[config.mk]
export PLATFORM = sky130hd
export DESIGN_NAME = ball_motion_datapath_flat
export DESIGN_NICKNAME = d
export VERILOG_FILES = /design/src/rtl/ball_if.sv /design/src/rtl/ball_motion_datapath.sv /design/src/flat_wrapper.sv
export SDC_FILE = /design/constraint.sdc
export NUM_CORES = 1
export LEC_CHECK = 0
export CELL_PAD_IN_SITES_DETAIL_PLACEMENT = 1
export CELL_PAD_IN_SITES_GLOBAL_PLACEMENT = 1
export CORE_ASPECT_RATIO = 0.9
export CORE_UTILIZATION = 44
export DETAILED_ROUTE_END_ITERATION = 12
export GPL_TIMING_DRIVEN = 0
export PLACE_DENSITY_LB_ADDON = 0.1
export SKIP_CTS_REPAIR_TIMING = 1
export SLEW_MARGIN = 25
export SYNTH_ARGS = -nofsm -noshare
export SYNTH_HDL_FRONTEND = slang
export SYNTH_SLANG_ARGS = --single-unit
[constraint.sdc]
create_clock -name clk -period 5.5 [get_ports clk]
set_input_delay 1.1 -clock clk [delete_from_list [all_inputs] [get_ports clk]]
set_output_delay 1.1 -clock clk [all_outputs]
set_load 0.02 [all_outputs]
[src/rtl/ball_if.sv]
// Bundle between the ball-movement datapath and its control/render neighbours:
// direction command and tick in, position, contact event and score pulses out.
interface ball_if;
  logic       move_tick;
  logic [3:0] cw_ballMovement;
  logic [9:0] paddle_left_y;
  logic [9:0] paddle_right_y;
  logic [3:0] sw_ballMovement;
  logic [9:0] ball_x;
  logic [9:0] ball_y;
  logic       score_left;
  logic       score_right;
  logic       busy;

  modport master (
    output move_tick, cw_ballMovement, paddle_left_y, paddle_right_y,
    input  sw_ballMovement, ball_x, ball_y, score_left, score_right, busy
  );

  modport slave (
    input  move_tick, cw_ballMovement, paddle_left_y, paddle_right_y,
    output sw_ballMovement, ball_x, ball_y, score_left, score_right, busy
  );
endinterface

[src/rtl/ball_motion_datapath.sv]
// Steps the ball once per frame tick, then classifies the resulting contact
// (goal, paddle, wall) into a one-cycle event code for the control FSM.
module ball_motion_datapath #(
  parameter int H_ACTIVE       = 640,
  parameter int V_ACTIVE       = 480,
  parameter int BALL_SIZE      = 8,
  parameter int STEP           = 2,
  parameter int BORDER         = 8,
  parameter int PADDLE_W       = 8,
  parameter int PADDLE_H       = 64,
  parameter int LEFT_PADDLE_X  = 16,
  parameter int RIGHT_PADDLE_X = 616,
  parameter int SERVE_FRAMES   = 60
) (
  input logic clk,
  input logic reset,
  ball_if.slave bus
);

  localparam int CNT_W = $clog2(SERVE_FRAMES + 1);

  localparam logic [10:0] STEP_W = 11'(STEP);
  localparam logic [10:0] BALL_W = 11'(BALL_SIZE);
  localparam logic [10:0] X_MIN  = 11'd0;
  localparam logic [10:0] X_MAX  = 11'(H_ACTIVE - BALL_SIZE);
  localparam logic [10:0] Y_MIN  = 11'(BORDER);
  localparam logic [10:0] Y_MAX  = 11'(V_ACTIVE - BORDER - BALL_SIZE);
  localparam logic [10:0] LPX    = 11'(LEFT_PADDLE_X);
  localparam logic [10:0] RPX    = 11'(RIGHT_PADDLE_X);
  localparam logic [10:0] PW     = 11'(PADDLE_W);
  localparam logic [10:0] PH     = 11'(PADDLE_H);
  localparam logic [9:0]  XC     = 10'((H_ACTIVE - BALL_SIZE) / 2);
  localparam logic [9:0]  YC     = 10'((V_ACTIVE - BALL_SIZE) / 2);
  localparam logic [CNT_W-1:0] SERVE_INIT = CNT_W'(SERVE_FRAMES);

  localparam logic [3:0] CW_UR  = 4'b0100;
  localparam logic [3:0] CW_UL  = 4'b0010;
  localparam logic [3:0] CW_DL  = 4'b0011;
  localparam logic [3:0] CW_DR  = 4'b0001;
  localparam logic [3:0] CW_CTR = 4'b0101;

  localparam logic [3:0] EV_NONE = 4'b0000;
  localparam logic [3:0] EV_RPAD = 4'b0001;
  localparam logic [3:0] EV_LPAD = 4'b0010;
  localparam logic [3:0] EV_TOP  = 4'b0011;
  localparam logic [3:0] EV_BOT  = 4'b0100;
  localparam logic [3:0] EV_GOAL = 4'b0101;

  typedef enum logic [1:0] {IDLE, MOVE, CHECK, SETTLE} state_t;

  state_t state, state_next;

  logic [9:0]       ball_x, ball_y, x_next, y_next;
  logic [CNT_W-1:0] serve_cnt;
  logic [3:0]       sw, ev_code;
  logic             score_left, score_right;
  logic             mv_left, mv_right, mv_up, mv_down, mv_ctr;
  logic             goal_l, goal_r, hit_l, hit_r, hit_top, hit_bot;
  logic [10:0]      x11, y11, pl11, pr11;

  function automatic logic [9:0] sat_inc(input logic [9:0] v, input logic [10:0] hi);
    logic [10:0] s;
    s = {1'b0, v} + STEP_W;
    return (s > hi) ? hi[9:0] : s[9:0];
  endfunction

  function automatic logic [9:0] sat_dec(input logic [9:0] v, input logic [10:0] lo);
    return ({1'b0, v} < lo + STEP_W) ? lo[9:0] : v - STEP_W[9:0];
  endfunction

  always_ff @(posedge clk) begin
    if (reset) state <= IDLE;
    else       state <= state_next;
  end

  // Ticks arriving outside IDLE are dropped, never queued.
  always_comb begin
    state_next = state;
    unique case (state)
      IDLE:    if (bus.move_tick) state_next = MOVE;
      MOVE:    state_next = CHECK;
      CHECK:   state_next = SETTLE;
      SETTLE:  state_next = IDLE;
      default: state_next = IDLE;
    endcase
  end

  always_comb begin
    mv_ctr   = (bus.cw_ballMovement == CW_CTR);
    mv_right = (bus.cw_ballMovement == CW_UR) || (bus.cw_ballMovement == CW_DR);
    mv_left  = (bus.cw_ballMovement == CW_UL) || (bus.cw_ballMovement == CW_DL);
    mv_up    = (bus.cw_ballMovement == CW_UR) || (bus.cw_ballMovement == CW_UL);
    mv_down  = (bus.cw_ballMovement == CW_DL) || (bus.cw_ballMovement == CW_DR);

    x_next = ball_x;
    y_next = ball_y;
    if (mv_ctr) begin
      x_next = XC;
      y_next = YC;
    end else begin
      if (mv_right) x_next = sat_inc(ball_x, X_MAX);
      if (mv_left)  x_next = sat_dec(ball_x, X_MIN);
      if (mv_down)  y_next = sat_inc(ball_y, Y_MAX);
      if (mv_up)    y_next = sat_dec(ball_y, Y_MIN);
    end
  end

  // Contact detection on the freshly stepped position; 11-bit sums cannot wrap.
  always_comb begin
    x11  = {1'b0, ball_x};
    y11  = {1'b0, ball_y};
    pl11 = {1'b0, bus.paddle_left_y};
    pr11 = {1'b0, bus.paddle_right_y};

    goal_l  = mv_left  && (x11 == X_MIN);
    goal_r  = mv_right && (x11 == X_MAX);
    hit_l   = mv_left && (x11 <= LPX + PW) && (x11 + BALL_W > LPX)
              && (y11 + BALL_W > pl11) && (y11 < pl11 + PH);
    hit_r   = mv_right && (x11 + BALL_W >= RPX) && (x11 < RPX + PW)
              && (y11 + BALL_W > pr11) && (y11 < pr11 + PH);
    hit_top = mv_up   && (y11 <= Y_MIN);
    hit_bot = mv_down && (y11 >= Y_MAX);

    ev_code = EV_NONE;
    if (goal_l || goal_r) ev_code = EV_GOAL;
    else if (hit_l)       ev_code = EV_LPAD;
    else if (hit_r)       ev_code = EV_RPAD;
    else if (hit_top)     ev_code = EV_TOP;
    else if (hit_bot)     ev_code = EV_BOT;
  end

  always_ff @(posedge clk) begin
    if (reset) begin
      ball_x      <= XC;
      ball_y      <= YC;
      serve_cnt   <= SERVE_INIT;
      sw          <= EV_NONE;
      score_left  <= 1'b0;
      score_right <= 1'b0;
    end else begin
      unique case (state)
        MOVE: begin
          if (serve_cnt != '0) begin
            serve_cnt <= serve_cnt - 1'b1;
          end else begin
            ball_x <= x_next;
            ball_y <= y_next;
          end
        end
        CHECK: begin
          sw          <= ev_code;
          score_left  <= goal_r;
          score_right <= goal_l;
          if (goal_l || goal_r) begin
            ball_x    <= XC;
            ball_y    <= YC;
            serve_cnt <= SERVE_INIT;
          end
        end
        SETTLE: begin
          sw          <= EV_NONE;
          score_left  <= 1'b0;
          score_right <= 1'b0;
        end
        default: ;
      endcase
    end
  end

  assign bus.ball_x          = ball_x;
  assign bus.ball_y          = ball_y;
  assign bus.sw_ballMovement = sw;
  assign bus.score_left      = score_left;
  assign bus.score_right     = score_right;
  assign bus.busy            = (state != IDLE);

endmodule

[src/flat_wrapper.sv]
// flat-port wrapper written by rule: the top's interface ports become plain ports
module ball_motion_datapath_flat 
#(
  parameter int H_ACTIVE       = 640,
  parameter int V_ACTIVE       = 480,
  parameter int BALL_SIZE      = 8,
  parameter int STEP           = 2,
  parameter int BORDER         = 8,
  parameter int PADDLE_W       = 8,
  parameter int PADDLE_H       = 64,
  parameter int LEFT_PADDLE_X  = 16,
  parameter int RIGHT_PADDLE_X = 616,
  parameter int SERVE_FRAMES   = 60
)
  (clk, reset, bus_move_tick, bus_cw_ballMovement, bus_paddle_left_y, bus_paddle_right_y, bus_sw_ballMovement, bus_ball_x, bus_ball_y, bus_score_left, bus_score_right, bus_busy);
  ball_if bus_i ();
  input logic clk;
  input logic reset;
  input wire logic [$bits(bus_i.move_tick)-1:0] bus_move_tick;
  input wire logic [$bits(bus_i.cw_ballMovement)-1:0] bus_cw_ballMovement;
  input wire logic [$bits(bus_i.paddle_left_y)-1:0] bus_paddle_left_y;
  input wire logic [$bits(bus_i.paddle_right_y)-1:0] bus_paddle_right_y;
  output wire logic [$bits(bus_i.sw_ballMovement)-1:0] bus_sw_ballMovement;
  output wire logic [$bits(bus_i.ball_x)-1:0] bus_ball_x;
  output wire logic [$bits(bus_i.ball_y)-1:0] bus_ball_y;
  output wire logic [$bits(bus_i.score_left)-1:0] bus_score_left;
  output wire logic [$bits(bus_i.score_right)-1:0] bus_score_right;
  output wire logic [$bits(bus_i.busy)-1:0] bus_busy;
  assign bus_i.move_tick = bus_move_tick;
  assign bus_i.cw_ballMovement = bus_cw_ballMovement;
  assign bus_i.paddle_left_y = bus_paddle_left_y;
  assign bus_i.paddle_right_y = bus_paddle_right_y;
  assign bus_sw_ballMovement = bus_i.sw_ballMovement;
  assign bus_ball_x = bus_i.ball_x;
  assign bus_ball_y = bus_i.ball_y;
  assign bus_score_left = bus_i.score_left;
  assign bus_score_right = bus_i.score_right;
  assign bus_busy = bus_i.busy;
  ball_motion_datapath #(.H_ACTIVE(H_ACTIVE), .V_ACTIVE(V_ACTIVE), .BALL_SIZE(BALL_SIZE), .STEP(STEP), .BORDER(BORDER), .PADDLE_W(PADDLE_W), .PADDLE_H(PADDLE_H), .LEFT_PADDLE_X(LEFT_PADDLE_X), .RIGHT_PADDLE_X(RIGHT_PADDLE_X), .SERVE_FRAMES(SERVE_FRAMES)) u_core (.clk(clk), .reset(reset), .bus(bus_i));
endmodule
* Yosys cells after proc, flatten, opt, wreduce, memory -nomap -nowiden *
Cells that the tools add are included.

operators by class
  magnitude comparators = 14
  eq/ne operators = 15
  add/sub/neg operators = 9
  reduce and logical (&&, ||, !) cells = 26
  multiplexer cells = 29

operators with widths
  cell                                                             number
  two-way mux 10 bit                                               14
  one-hot mux 10 bit (2 select lines)                              2
  adder 10 x 2 -> 11 bit, second input constant                    2
  adder 10 x 4 -> 11 bit, second input constant                    2
  adder 10 x 7 -> 11 bit, second input constant                    2
  > comparator 11 x 10 -> 1 bit                                    2
  less-than comparator 10 x 11 -> 1 bit                            2
  subtractor 10 x 2 -> 10 bit, second input constant               2
  two-way mux 4 bit                                                4
  logical AND 1 bit                                                12
  two-way mux 6 bit                                                2
  one-hot mux 6 bit (2 select lines)                               1
  >= comparator 11 x 10 -> 1 bit, second input constant            1
  > comparator 11 x 10 -> 1 bit, second input constant             1
  > comparator 11 x 5 -> 1 bit, second input constant              1
  > comparator 11 x 9 -> 1 bit, second input constant              1
  equality test 10 bit, second input constant                      1
  >= comparator 10 x 9 -> 1 bit, second input constant             1
  less-or-equal comparator 10 x 4 -> 1 bit, second input constant  1
  less-or-equal comparator 10 x 5 -> 1 bit, second input constant  1
  logical NOT 10 bit                                               1
  less-than comparator 10 bit, second input constant               1
  less-than comparator 10 x 2 -> 1 bit, second input constant      1
  less-than comparator 10 x 4 -> 1 bit, second input constant      1
  other kinds (20)                                                 34

word-level totals
  bits of input ports = 27
  bits in registers = 34
  word-level logic and storage cells = 100
  output and inout port bits = 27

* Logic depth before layout (Yosys ltp) *
  depth in word-level cells = 10
  depth in mapped cells = 12
  mapped depth without buffers = 11

* Worst setup path after synthesis *
OpenSTA, ideal clock, no wires.

  path type = in2reg
  start = input bus_paddle_left_y[6]
  end = register u_core.sw[2], in the netlist u_core.bus.sw_ballMovement[2]
  arrival time = 3.056 ns
  setup slack = 2.318 ns
  cell stages on the path = 10
  library setup time = 0.125 ns
  required time = 5.375 ns
  path through = ha_1 xnor2_1 ha_1 a22o_1 nor4_1 o311ai_0 and4_1 or4_1 nand4bb_1 o21ai_0

between the ends
  word-level cells in the longest chain between the ends = 6
  elaborated cells between the ends (all ways) = 8

ends and longest elaborated chain
  what                                                                               line                         RTL
  start, declared                                                                    flat_wrapper.sv:21           input wire logic [$bits(bus_i.paddle_left_y)-1:0] bus_paddle_left_y;
  adder 10 x 7 -> 11 bit / > comparator 11 x 10 -> 1 bit (equally long branches)     ball_motion_datapath.sv:118  && (y11 + BALL_W > pl11) && (y11 < pl11 + PH);
  less-than comparator 10 x 11 -> 1 bit / logical AND 1 bit (equally long branches)  ball_motion_datapath.sv:118
  logical AND 1 bit *                                                                ball_motion_datapath.sv:118
  two-way mux 4 bit *                                                                ball_motion_datapath.sv:126  else if (hit_l) ev_code = EV_LPAD;
  two-way mux 4 bit *                                                                ball_motion_datapath.sv:125  if (goal_l || goal_r) ev_code = EV_GOAL;
  one-hot mux 4 bit (2 select lines) *                                               ball_motion_datapath.sv:141  unique case (state)
  end signal, assigned                                                               ball_motion_datapath.sv:151  sw <= ev_code;
  end, declared                                                                      ball_motion_datapath.sv:55   logic [3:0] sw, ev_code;

Mark *: on every way between the ends. The rest lies on a longest branch, timed or not.
A chain may end at the register's enable or synchronous reset.

* Worst setup path in the final report *
  start = register u_core.ball_y[3], in the netlist u_core.bus.ball_y[3]
  end = register u_core.sw[0], in the netlist u_core.bus.sw_ballMovement[0]

between the ends
  word-level cells in the longest chain between the ends = 8
  elaborated cells between the ends (all ways) = 16

ends and longest elaborated chain
  what                                  line                                                      RTL
  start, declared                       ball_motion_datapath.sv:53                                logic [9:0] ball_x, ball_y, x_next, y_next;
  start signal, assigned                ball_motion_datapath.sv:147                               ball_y <= y_next;
  adder 10 x 4 -> 11 bit                ball_motion_datapath.sv:118, ball_motion_datapath.sv:120
  > comparator 11 x 10 -> 1 bit         ball_motion_datapath.sv:120                               && (y11 + BALL_W > pr11) && (y11 < pr11 + PH);
  logical AND 1 bit (2 in series)       ball_motion_datapath.sv:120
  two-way mux 4 bit                     ball_motion_datapath.sv:127                               else if (hit_r) ev_code = EV_RPAD;
  two-way mux 4 bit *                   ball_motion_datapath.sv:126
  two-way mux 4 bit *                   ball_motion_datapath.sv:125
  one-hot mux 4 bit (2 select lines) *  ball_motion_datapath.sv:141

Marks and branches as above.

==> metrics <==
status=finished clean; min cycle time layout=4.164 ns; TritonCTS clock tree=yes; register bit count reported by yosys=31; Rows=31; Port Buffers=47; total congestion overflow=0; Syn Area/Cell=7.272 µm²; Yosys warnings=0; Die ar.=0.009004 mm²; EDFF count, synth=0; largest net degree at the start of global routing=12; DRC Markers=0; fmax=240.2 MHz; Req. time, crit path=5.73 ns; Rel. slew slack=0.3920; Setup Viol. Count Final=0; most repeated library cell on the critical path=a21o_1; core area=0.008223 mm²; Iter 0 DRT Violations=271; area of the multi-input gates=0.002872 mm²; max-cap viol count=0; Slew @ Worst Pin=0.9097 ns; area added between synthesis and finish=19.68%; fin crit share=0.7571; r2r setup slk=1.34 ns; Finished Core Util=0.5525; Worst-path clk slew=0.08 ns; vias in the first global route=4458; First-pass DRT Iterations=4; sequential area share after synthesis=0.1635; max incr delay on CP=0.85 ns; critical path class=flip-flop to flip-flop; initial antenna violation count=0; VDD IR-drop max=0.3238 mV; crit-path max FO=11; Yosys cell types=68; Final ANT Viol Nets=0; Antenna diodes=0; die width=99.91 µm; PD cells=395.2 mW/mm²; Tot GR Track Use=0.3068; Critical Path End Type=flip-flop; Cell Area, Synth=0.003796 mm²; FFs w/ async S/R, synth=0; Initial Util=0.4617; Routed WL per cell=19.12 µm; placed instance area=0.004418 mm²; first-pass GRT wire length=22230 µm; fraction of layout cells with a size suffix above 1=0.05872; Hold WC Path Type=flip-flop to flip-flop; total I/O pin count=54; CTS H-tree lvls=2; Total Neg Setup Slack=0 ns; clk root buf=clkbuf_8; Power Total=0.001795 W; Die Span Y=90.12 µm; CP arrival=4.39 ns; HPWL Detailed=10370 µm; post-route cell area=0.004543 mm²; Crit-path slowest cell=a2111oi_1; final hold viol count=0; Most used DFF post-synth=dfxtp_1; Setup crit start kind=flip-flop; Storage cell area=620.6 µm²; fill cell total of the finished layout=1093; post-route clock skew=0.01199 ns; vias=4231; RSZ-0062 raised after global routing=false; final WL=13270 µm; crit-path cells=clkbuf_1 > clkinv_1 > nor3_1 > xnor2_1 > ha_1 > a21o_1 > a21o_1 > a211oi_1 > a211o_1 > a2111oi_1 > o21ai_0 > a21oi_1; Mapped Cells=522; routed vias/inst=6.097; clock sinks=31; Slew Limit Fails=0; leakage dissipation=1.872 nW; Longest Clk Path Bufs=2; Final #Nets=661; clock latency at the later pin of the worst-skew pair=0.30 ns; Num CTS Buffers=5; Placer Congestion=0.8893
## area by class of cell
| class | instances | area share |
|---|---|---|
| clock buffer | 6 | 0.01818 |
| sequential | 31 | 0.1366 |
| inverter | 43 | 0.03553 |
| multi-input combinational | 418 | 0.6321 |
| timing repair buffer | 47 | 0.1036 |
| tap | 115 | 0.03167 |
| buffer | 32 | 0.03470 |
| clock inverter | 2 | 0.007711 |
## power breakdown
part	switching, W	internal [W]
registers	0.0000797	0.000280
clock network	0.000104	0.000147
logic	0.000729	0.000456
total	0.000912	0.000883
## stage by stage
stage / setup slack [ns] / instances / hold slack [ns]
finish: 1.336 / 694 / 0.5166
global route: 0.9674 / 694 / 0.5499
CTS: 1.193 / 694 / 0.5183
detailed placement: 1.212 / 686 / 0.5078
global placement: 1.396 / 686 / 0.4904
floorplan: 2.318 / 524 / 0.4648
## per-layer routing
layer,vias to the layer above,track usage,part of all wire
li1,2012,-,-
met1,2078,0.4235,0.48
met2,125,0.5046,0.46
met3,16,0.04121,0.046
met4,0,0.06495,0.012
met5,-,0,0
## worst paths after layout
| check | to | start | cells past startpoint |
|---|---|---|---|
| worst max-delay path | u_core.bus.sw_ballMovement[0] | u_core.bus.ball_y[3] | 12 |
| worst min-delay path | u_core.bus.sw_ballMovement[1] | u_core.bus.sw_ballMovement[1] | 2 |
| worst min register to register | u_core.bus.sw_ballMovement[1] | u_core.bus.sw_ballMovement[1] | 2 |
| worst max register to register | u_core.bus.sw_ballMovement[0] | u_core.bus.ball_y[3] | 12 |
## cell usage after synthesis, types with 8 or more instances
cell,instances,area [µm²]
a211oi_1,8,60.06
a21o_1,8,60.06
a21oi_1,32,160.2
a31oi_1,10,62.56
and3_1,11,68.82
clkbuf_1,21,78.83
dfxtp_1,31,620.6
ha_1,56,700.7
inv_1,42,157.7
nand2_1,38,142.6
nand3_1,27,135.1
nor2_1,47,176.4
nor3_1,26,130.1
nor4_1,9,56.30
o21ai_0,26,130.1
xnor2_1,12,105.1
xor2_1,9,78.83
## logic make-up after synthesis
family,after synthesis,share of synthesized area
AOI/OAI and AO/OA,134,0.2353
xor gates and xnor gates,21,0.04845
adders and majority gates,56,0.1846
buffers and inverters,75,0.08405
DFF,31,0.1635
muxes,3,0.008569
other,1,0.0009878
and+or+nand+nor,201,0.2746
## worst max-delay path: cells and delay by family (launching register included)
kind	cells	cell delay, ns
adder cells (fa/ha/maj)	1	0.32
AO/OA/AOI/OAI	7	1.84
buffers and inverters	2	0.86
AND/OR/NAND/NOR	1	0.34
flip-flops	1	0.57
XOR/XNOR	1	0.15
## flip-flops by register name, summed over array words and instances, names as in the netlist
name,cells
u_core.bus.score_left,1
u_core.state,2
u_core.bus.ball_y,9
u_core.serve_cnt,6
u_core.bus.ball_x,9
u_core.bus.score_right,1
u_core.bus.sw_ballMovement,3
## cells in the final DEF (no fill, tap or decap), types with 21 or more instances in the layout
| cell type | n |
|---|---|
| clkdlybuf4s50_1 | 47 |
| o21ai_0 | 26 |
| nor3_1 | 26 |
| nand2_1 | 38 |
| nor2_1 | 47 |
| a21oi_1 | 32 |
| dfxtp_1 | 31 |
| inv_1 | 42 |
| clkbuf_1 | 21 |
| ha_1 | 56 |
| nand3_1 | 27 |
No activity file was read; power rests on OpenSTA's default activity.
==> RTL change, RTL diff (same settings) <==
Re-encode `state_t` (4 states) as one-hot, 4 bits wide.
--- a/src/rtl/ball_motion_datapath.sv
+++ b/src/rtl/ball_motion_datapath.sv
@@ -47,5 +47,5 @@
   localparam logic [3:0] EV_GOAL = 4'b0101;
 
-  typedef enum logic [1:0] {IDLE, MOVE, CHECK, SETTLE} state_t;
+  typedef enum logic [3:0] {IDLE = 4'b0001, MOVE = 4'b0010, CHECK = 4'b0100, SETTLE = 4'b1000} state_t;
 
   state_t state, state_next;
Behaviour: same outputs for any inputs over 10 cycles, from zero or initial values and one cycle with reset high; not proved beyond that.
==> RTL change against the unedited design <==
- wire length grew 11%
- synthesized cell count is 3.6% higher
- worst setup slack better by 0.37 ns
- sequential cell count up 2
- area after synthesis grew 4.0%
- first-iteration DRC count increased by 27%
- final area up 3.6%
- highest routed layer unchanged
Power is not compared: it rests on default switching activity, and its combinational part moved more than twofold at a synthesized area within 25%.
==> RTL change: results (changes against the unedited design) <==
| Metric | Value |
|---|---|
| Status | `finished, final reports clean (unchanged)` |
| GPL Wtd Cong | `0.9585 (was 0.8893)` |
| Slowest stage delay, CP | `0.82 ns (was 0.85 ns)` |
| Placed cell area | `4601 um2 (was 4418 um2)` |
| Hpwl dp | `11,430 um (was 10,370 um)` |
| Number of global-route vias before repair | `4,787 (was 4,458)` |
| Critical Path RT | `5.64 ns (was 5.73 ns)` |
| Pre-antenna DRT Iters | `5 (was 4)` |
| Nonclk buf count | `80 (was 79)` |
| Multi-input gate share of total cell area | `0.6396 (was 0.6321)` |
| Non-clock buffer share | `0.1327 (was 0.1383)` |
| Clock-cell share of area | `0.02207 (was 0.02589)` |
| Drt via density | `6.448 (was 6.097)` |
| Placed cells | `711 (was 686)` |
| Commonest cells post-synth | `51 x ha_1, 47 x nor2_1, 41 x inv_1 (was 56 x ha_1, 47 x nor2_1, 42 x inv_1)` |
| FF/Latch Area | `660.6 um2 (was 620.6 um2)` |
| Hold Path Sink | `u_core.bus.score_right (was u_core.bus.sw_ballMovement[1])` |
| Detailed Route Iter0 Violations | `345 (was 271)` |
| DP Worst Slack | `1.539 ns (was 1.212 ns)` |
| Flops & latches, synth | `33 (was 31)` |
| Max-slew headroom | `0.3484 (was 0.3920)` |
| First-pass GRT wire length | `23,610 um (was 22,230 um)` |
| Overall Global Routing Usage | `0.3207 (was 0.3068)` |
| Fillers | `1,126 (was 1,093)` |
| Largest net degree at the start of global routing | `13 (was 12)` |
| Layout Skew | `0.006987 ns (was 0.01199 ns)` |
| Worst Hold Launch | `u_core.bus.score_right (was u_core.bus.sw_ballMovement[1])` |
| Seq/Total Area, Yosys | `0.1674 (was 0.1635)` |
| Worst reg-to-reg setup slack | `2.14 ns (was 1.34 ns)` |
| Share of layout cells above drive strength 1 | `0.04508 (was 0.05872)` |
| Top post-synthesis cells by area | `dfxtp_1 17%, ha_1 16%, nor2_1 4.5% (was ha_1 18%, dfxtp_1 16%, nor2_1 4.6%)` |
| Cells after Synth | `541 (was 522)` |
| Top Family by Delay on Critical Path | `simple AND/OR/NAND/NOR gates (was compound AO/OA/AOI/OAI gates)` |
| Critical path peak fanout | `4 (was 11)` |
| Via count | `4,630 (was 4,231)` |
| Synthesis-to-finish area growth | `19.18% (was 19.68%)` |
[RTL change: cell count changes after synthesis, moves of 5 or more]
cell     change
o21ai_0      -8
a31oi_1      +5
nand4_1      +7
xor2_1       -5
ha_1         -5
[RTL change: how the worst max path moves through the flow]
stage | to | cells past startpoint | startpoint | slack (ns)
floorplan | u_core.serve_cnt[4] | 7 | bus_cw_ballMovement[2] | 2.56
global placement | u_core.bus.sw_ballMovement[0] | 10 | bus_paddle_left_y[6] | 1.58
detailed placement | u_core.bus.sw_ballMovement[0] | 10 | bus_paddle_left_y[6] | 1.54
CTS | u_core.bus.sw_ballMovement[0] | 10 | bus_paddle_left_y[6] | 1.81
global route | u_core.bus.sw_ballMovement[0] | 10 | bus_paddle_left_y[6] | 1.51
finish | u_core.bus.sw_ballMovement[0] | 10 | bus_paddle_left_y[6] | 1.70
[RTL change: power by group through the flow]
stage | sequential [W] | clock, W | combinational (W)
detailed placement | 0.000252 | 0 | 0.000138
finish | 0.000246 | 0.000237 | 0.000142
CTS | 0.000246 | 0.000237 | 0.000140
floorplan | 0.000252 | 0 | 0.0000832
global placement | 0.000251 | 0 | 0.000131
global route | 0.000247 | 0.000246 | 0.000156
[RTL change: cells by family after synthesis]
kind of cell             share of synthesized area
multiplexers                              0.005072
XOR/XNOR                                   0.04216
buffers and inverters                      0.07385
AND/OR/NAND/NOR                             0.2659
flip-flops                                  0.1674
other                                    0.0009500
AO/OA/AOI/OAI                               0.2830
adder cells (fa/ha/maj)                     0.1616
[RTL change: layer usage]
layer  global-route usage  wire length, um
met5                    0                0
met1               0.4216             6523
met3              0.04954              928
met2               0.5298             6828
met4               0.1083              414
[RTL change: worst min-delay path: cells and delay by family (launching register included)]
kind	cells	cell delay [ns]
compound gates	1	0.07
flops	1	0.34
simple gates	1	0.07
